### src/rtl/id_ex_stage.sv
// ID/EX pipeline register with ALU control decode, immediate extension, load-use stall and bubble insertion.
// Optional feature macro: ID_EX_FORWARD_EN enables EX/MEM and MEM/WB operand forwarding.
module id_ex_stage #(
    parameter int DATA_W     = 32,
    parameter int REG_ADDR_W = 5
) (
    input  logic                  clk,
    input  logic                  rst_n,
    input  logic                  id_valid,
    input  logic [5:0]            id_opcode,
    input  logic [5:0]            id_funct,
    input  logic [REG_ADDR_W-1:0] id_rs,
    input  logic [REG_ADDR_W-1:0] id_rt,
    input  logic [REG_ADDR_W-1:0] id_rd,
    input  logic [DATA_W-1:0]     id_rs_data,
    input  logic [DATA_W-1:0]     id_rt_data,
    input  logic [15:0]           id_imm,
    input  logic [4:0]            id_shamt,
    input  logic [1:0]            id_alu_op,
    input  logic                  id_alu_src,
    input  logic                  id_reg_dst,
    input  logic                  id_reg_write,
    input  logic                  id_mem_read,
    input  logic                  id_mem_write,
    input  logic                  id_mem_to_reg,
    input  logic                  flush,
    input  logic                  exmem_reg_write,
    input  logic [REG_ADDR_W-1:0] exmem_rd,
    input  logic [DATA_W-1:0]     exmem_result,
    input  logic                  memwb_reg_write,
    input  logic [REG_ADDR_W-1:0] memwb_rd,
    input  logic [DATA_W-1:0]     memwb_result,
    output logic                  stall,
    output logic                  ex_valid,
    output logic [3:0]            alu_ctl,
    output logic [DATA_W-1:0]     alu_a,
    output logic [DATA_W-1:0]     alu_b,
    output logic [4:0]            alu_shamt,
    output logic [DATA_W-1:0]     ex_store_data,
    output logic [REG_ADDR_W-1:0] ex_dest,
    output logic                  ex_reg_write,
    output logic                  ex_mem_read,
    output logic                  ex_mem_write,
    output logic                  ex_mem_to_reg
);

    logic                  valid_q;
    logic [3:0]            alu_ctl_q, alu_ctl_d;
    logic [REG_ADDR_W-1:0] rs_q, rt_q, dest_q, dest_d;
    logic [DATA_W-1:0]     rs_data_q, rt_data_q, imm_ext_q, imm_ext_d;
    logic [4:0]            shamt_q;
    logic                  alu_src_q;
    logic                  reg_write_q, mem_read_q, mem_write_q, mem_to_reg_q;
    logic [DATA_W-1:0]     rs_fwd, rt_fwd;

    always_comb begin
        alu_ctl_d = 4'd15;
        case (id_alu_op)
            2'b00: alu_ctl_d = 4'd2;
            2'b01: alu_ctl_d = 4'd6;
            2'b10: begin
                case (id_funct)
                    6'h20:   alu_ctl_d = 4'd2;
                    6'h22:   alu_ctl_d = 4'd6;
                    6'h24:   alu_ctl_d = 4'd0;
                    6'h25:   alu_ctl_d = 4'd1;
                    6'h2A:   alu_ctl_d = 4'd7;
                    6'h27:   alu_ctl_d = 4'd12;
                    6'h00:   alu_ctl_d = 4'd10;
                    default: alu_ctl_d = 4'd15;
                endcase
            end
            default: begin
                case (id_opcode)
                    6'h08:   alu_ctl_d = 4'd2;
                    6'h0C:   alu_ctl_d = 4'd0;
                    6'h0D:   alu_ctl_d = 4'd1;
                    6'h0A:   alu_ctl_d = 4'd7;
                    default: alu_ctl_d = 4'd15;
                endcase
            end
        endcase
    end

    // Logical immediates (andi/ori) zero-extend; everything else sign-extends.
    always_comb begin
        if (id_opcode == 6'h0C || id_opcode == 6'h0D)
            imm_ext_d = {{(DATA_W-16){1'b0}}, id_imm};
        else
            imm_ext_d = {{(DATA_W-16){id_imm[15]}}, id_imm};
        dest_d = id_reg_dst ? id_rd : id_rt;
    end

    assign stall = valid_q & mem_read_q & id_valid & (dest_q != '0)
                 & ((dest_q == id_rs) | (dest_q == id_rt));

    always_ff @(posedge clk or negedge rst_n) begin
        if (!rst_n) begin
            valid_q      <= 1'b0;
            alu_ctl_q    <= '0;
            rs_q         <= '0;
            rt_q         <= '0;
            dest_q       <= '0;
            rs_data_q    <= '0;
            rt_data_q    <= '0;
            imm_ext_q    <= '0;
            shamt_q      <= '0;
            alu_src_q    <= 1'b0;
            reg_write_q  <= 1'b0;
            mem_read_q   <= 1'b0;
            mem_write_q  <= 1'b0;
            mem_to_reg_q <= 1'b0;
        end else if (flush || stall) begin
            valid_q      <= 1'b0;
            alu_ctl_q    <= '0;
            reg_write_q  <= 1'b0;
            mem_read_q   <= 1'b0;
            mem_write_q  <= 1'b0;
            mem_to_reg_q <= 1'b0;
        end else begin
            valid_q      <= id_valid;
            alu_ctl_q    <= alu_ctl_d;
            rs_q         <= id_rs;
            rt_q         <= id_rt;
            dest_q       <= dest_d;
            rs_data_q    <= id_rs_data;
            rt_data_q    <= id_rt_data;
            imm_ext_q    <= imm_ext_d;
            shamt_q      <= id_shamt;
            alu_src_q    <= id_alu_src;
            reg_write_q  <= id_reg_write;
            mem_read_q   <= id_mem_read;
            mem_write_q  <= id_mem_write;
            mem_to_reg_q <= id_mem_to_reg;
        end
    end

`ifdef ID_EX_FORWARD_EN
    // The younger EX/MEM result takes precedence over MEM/WB; register 0 is never forwarded.
    always_comb begin
        rs_fwd = rs_data_q;
        if (exmem_reg_write && exmem_rd != '0 && exmem_rd == rs_q)
            rs_fwd = exmem_result;
        else if (memwb_reg_write && memwb_rd != '0 && memwb_rd == rs_q)
            rs_fwd = memwb_result;

        rt_fwd = rt_data_q;
        if (exmem_reg_write && exmem_rd != '0 && exmem_rd == rt_q)
            rt_fwd = exmem_result;
        else if (memwb_reg_write && memwb_rd != '0 && memwb_rd == rt_q)
            rt_fwd = memwb_result;
    end
`else
    logic unused_fwd;
    assign unused_fwd = ^{exmem_reg_write, exmem_rd, exmem_result,
                          memwb_reg_write, memwb_rd, memwb_result, rs_q, rt_q};
    assign rs_fwd = rs_data_q;
    assign rt_fwd = rt_data_q;
`endif

    assign ex_valid      = valid_q;
    assign alu_ctl       = alu_ctl_q;
    assign alu_a         = rs_fwd;
    assign alu_b         = alu_src_q ? imm_ext_q : rt_fwd;
    assign alu_shamt     = shamt_q;
    assign ex_store_data = rt_fwd;
    assign ex_dest       = dest_q;
    assign ex_reg_write  = reg_write_q;
    assign ex_mem_read   = mem_read_q;
    assign ex_mem_write  = mem_write_q;
    assign ex_mem_to_reg = mem_to_reg_q;

endmodule

### config.mk
export PLATFORM = sky130hd
export DESIGN_NAME = id_ex_stage
export DESIGN_NICKNAME = d
export VERILOG_FILES = /design/src/rtl/id_ex_stage.sv
export SDC_FILE = /design/constraint.sdc
export NUM_CORES = 1
export LEC_CHECK = 0
export CORE_AREA = 4 4 121 123
export CTS_CLUSTER_DIAMETER = 200
export DETAILED_ROUTE_END_ITERATION = 7
export DIE_AREA = 0 0 125 127
export PLACE_DENSITY = 0.77
export SLEW_MARGIN = 20
export SYNTH_ARGS = -nofsm -noshare
export SYNTH_HDL_FRONTEND = slang
export SYNTH_SLANG_ARGS = --single-unit
### constraint.sdc
create_clock -name clk -period 3.71 [get_ports clk]
set_input_delay 0.5565 -clock clk [delete_from_list [all_inputs] [get_ports clk]]
set_output_delay 0.5565 -clock clk [all_outputs]
set_load 0.01 [all_outputs]
==> results.toml <==
[yosys]
syn_area_um2 = 4470
netlist_instances = 320
synth-xor-area-share_pct = 1.96
synth_area_per_cell_um2 = 14.0
synth_top_family_by_area = "multiplexers"
synth_mux_area_share_pct = 28.7
synth_compound_area_share_pct = 4.50
synthSimpleGateAreaFrac_pct = 3.66
synthAdderAreaFrac_pct = 0.224
syn_nets = 520
synth_seq_cells = 101
synth_cell_types = 34
yosysSeqAreaShare_pct = 56.5
yosys_warnings = 0

[placed_design]
gp_congestion = 0.795
hpwl_mm = 9.25
port_buffers = 239
placedInstanceArea_um2 = 7000

[power_and_ir_drop]
power_density_nw_per_um2 = 407
switching_share_pct = 26.6
p_int_w = 0.00218
leakage_nw = 2.96
pwr-share-seq_pct = 43.4
clock_power_share_pct = 30.2
p_switching_w = 0.000790
combPwrFrac_pct = 26.4
ir_worst_vdd_v = 0.000211

[routing]
wl_per_cell_um = 16.5
drc = 0
drt_iter0_markers = 116
drt_first_pass_iters = 4
viasPerCell = 4.62
drt_wl_total_mm = 12.3
ant_nets = 0
vias = 3436

[setup_path]
path_delay_family = "flip-flops"
critPathArrivalTime_ns = 2.30
critPathMaxFanout = 16
required_ns = 3.15
crit_buf_inv = 1
critical_path_class = "reg2out"
critPathMaxStageDelay_ns = 0.65
crit_path_start_kind = "flip-flop"
cp_cell_sequence = "nand2_1, o21ai_0, clkdlybuf4s50_1"
slowest_stage = "dfrtp_1"
end_kind = "primary output"

[cts]
clock_latency_ns = 0.34
cts.path.max_buffers = 2
htree_levels = 3
clkTransAtPathRegs_ns = 0.07
cts.sinks = 101
hold_buffers = 0
post_cts_resize_count = 0
cts_buffers = 9
cts-root-buf = "clkbuf_16"
cts_tree = "yes"
postCtsSetupRepairBufs = 0

[die]
rows = 43
coreArea_um2 = 13700
dieWidth_um = 125
die_area_um2 = 15900
pin_count = 316
start_util_pct = 32.7
die_y_um = 127

[global_route]
antenna_found_initial = 0
grtUsageTotal_pct = 15.3
grt_max_degree = 100
grt_pass1_wl_mm = 19.5
grt-ovfl-total = 0
grt_pass1_vias = 3844

[sta]
finalSetupViolCount = 0
fmax_ghz = 0.350
min_period_over_period_pct = 77.0
tightest_slew_ns = 0.951
maxSlewViolCount = 0
skew_ns = 0.00640
slew_headroom_pct = 36.6
fin_tns_setup_ns = 0
period_minus_slack_ns = 2.86
hold_violations = 0
rsz0062_at_grt = "false"

[min_path]
hold_path.class = "in2async"

[cells_and_area]
seq_area_um2 = 2530
fillCellCount = 1181
syn_to_final_growth_pct = 62.8
final_area_um2 = 7290
fin_nets = 759
finish.utilization_pct = 53.3
multi_input_area_um2 = 1750
n_antenna_cell = 0
layout-drive-gt1-share_pct = 24.1

[run]
maxCapViolations = 0

[run_status]
status = "completed"
layer usage:
| layer | track usage (%) | share of wire (%) | vias to the layer above |
|---|---|---|---|
| met5 | 0 | 0 | - |
| li1 | - | - | 1605 |
| met3 | 5.27 | 8.0 | 22 |
| met4 | 5.74 | 2.0 | 0 |
| met1 | 17.3 | 39 | 1653 |
| met2 | 26.7 | 51 | 156 |
synthesized netlist by cell type:
library cell / instances / area (um^2)
maj3_1: 1 / 10.0
inv_1: 18 / 67.6
o22ai_2: 1 / 12.5
buf_6: 5 / 56.3
clkbuf_1: 5 / 18.8
a21oi_1: 5 / 25.0
a2111oi_0: 1 / 8.76
buf_8: 1 / 15.0
o2111a_1: 1 / 11.3
nor2_1: 3 / 11.3
nand3_1: 3 / 15.0
nor2b_1: 1 / 6.26
nand4_1: 1 / 6.26
a211oi_1: 1 / 7.51
dfrtp_1: 101 / 2530
o21ai_0: 17 / 85.1
nand3b_1: 1 / 7.51
a211o_1: 1 / 8.76
nor4_1: 1 / 6.26
and2_1: 6 / 37.5
mux2_4: 3 / 45.0
o31ai_1: 1 / 7.51
nand2b_1: 1 / 6.26
a21oi_4: 1 / 16.3
nand2_1: 7 / 26.3
xnor2_1: 10 / 87.6
mux2_2: 110 / 1240
a32o_1: 1 / 10.0
o31a_1: 1 / 8.76
nor3_1: 4 / 20.0
and3_1: 1 / 6.26
buf_4: 3 / 22.5
buf_12: 1 / 20.0
or4_1: 2 / 15.0
worst paths after layout:
kind / end / startpoint / slack, ns / depth (start not counted)
max: alu_b[31] / alu_src_q$_DFFE_PN0N_ / 0.85 / 3
min: alu_a[10]$_DFFE_PN0N_ / rst_n / 0.36 / 1
max reg2reg: alu_a[13]$_DFFE_PN0N_ / ex_dest[4]$_DFFE_PN0N_ / 1.69 / 6
min reg2reg: imm_ext_q[5]$_DFFE_PN0N_ / imm_ext_q[5]$_DFFE_PN0N_ / 0.50 / 1
max in group asynchronous: ex_store_data[7]$_DFFE_PN0N_ / rst_n / 2.56 / 2
min in group clk: imm_ext_q[5]$_DFFE_PN0N_ / imm_ext_q[5]$_DFFE_PN0N_ / 0.50 / 1
kinds of logic after synthesis:
group / after synthesis
compound gates: 31
xor+xnor: 10
fa+ha+maj: 1
buf+inv: 33
flops: 101
mux: 113
simple gates: 31
layout by cell type, fill, tap and decap left out, types with 4 or more instances in the layout:
cell type / count
a21oi_1: 5
and2_1: 6
buf_4: 4
clkbuf_16: 9
clkdlybuf4s50_1: 238
clkinv_4: 4
dfrtp_1: 101
inv_1: 18
mux2_2: 110
nand2_1: 7
nor3_1: 4
o21ai_0: 17
xnor2_1: 10
layout make-up:
cell class / count / share of cell area, %
clock inverters: 7 / 0.841
inverters: 18 / 0.927
well taps: 180 / 3.09
flip-flops and latches: 101 / 34.7
clock buffers: 9 / 3.09
repair buffers: 243 / 33.4
multi-input cells: 186 / 24.0
power by group through the flow:
stage               clock (W)  sequential [W]  combinational (W)
global route         0.000970         0.00130           0.000839
CTS                  0.000928         0.00129           0.000797
floorplan                   0         0.00133           0.000267
detailed placement          0         0.00131           0.000793
global placement            0         0.00130           0.000780
finish               0.000897         0.00129           0.000783
metrics by stage:
step                instances  power, W  worst slack (ns)  hold slack, ns
floorplan                 320   0.00160              1.87           0.261
global placement          728   0.00208             0.904           0.485
detailed placement        728   0.00210             0.878           0.492
CTS                       744   0.00301             0.762           0.396
global route              744   0.00311             0.646           0.442
finish                    744   0.00297             0.852           0.361
No activity file was read; power rests on OpenSTA's default activity.
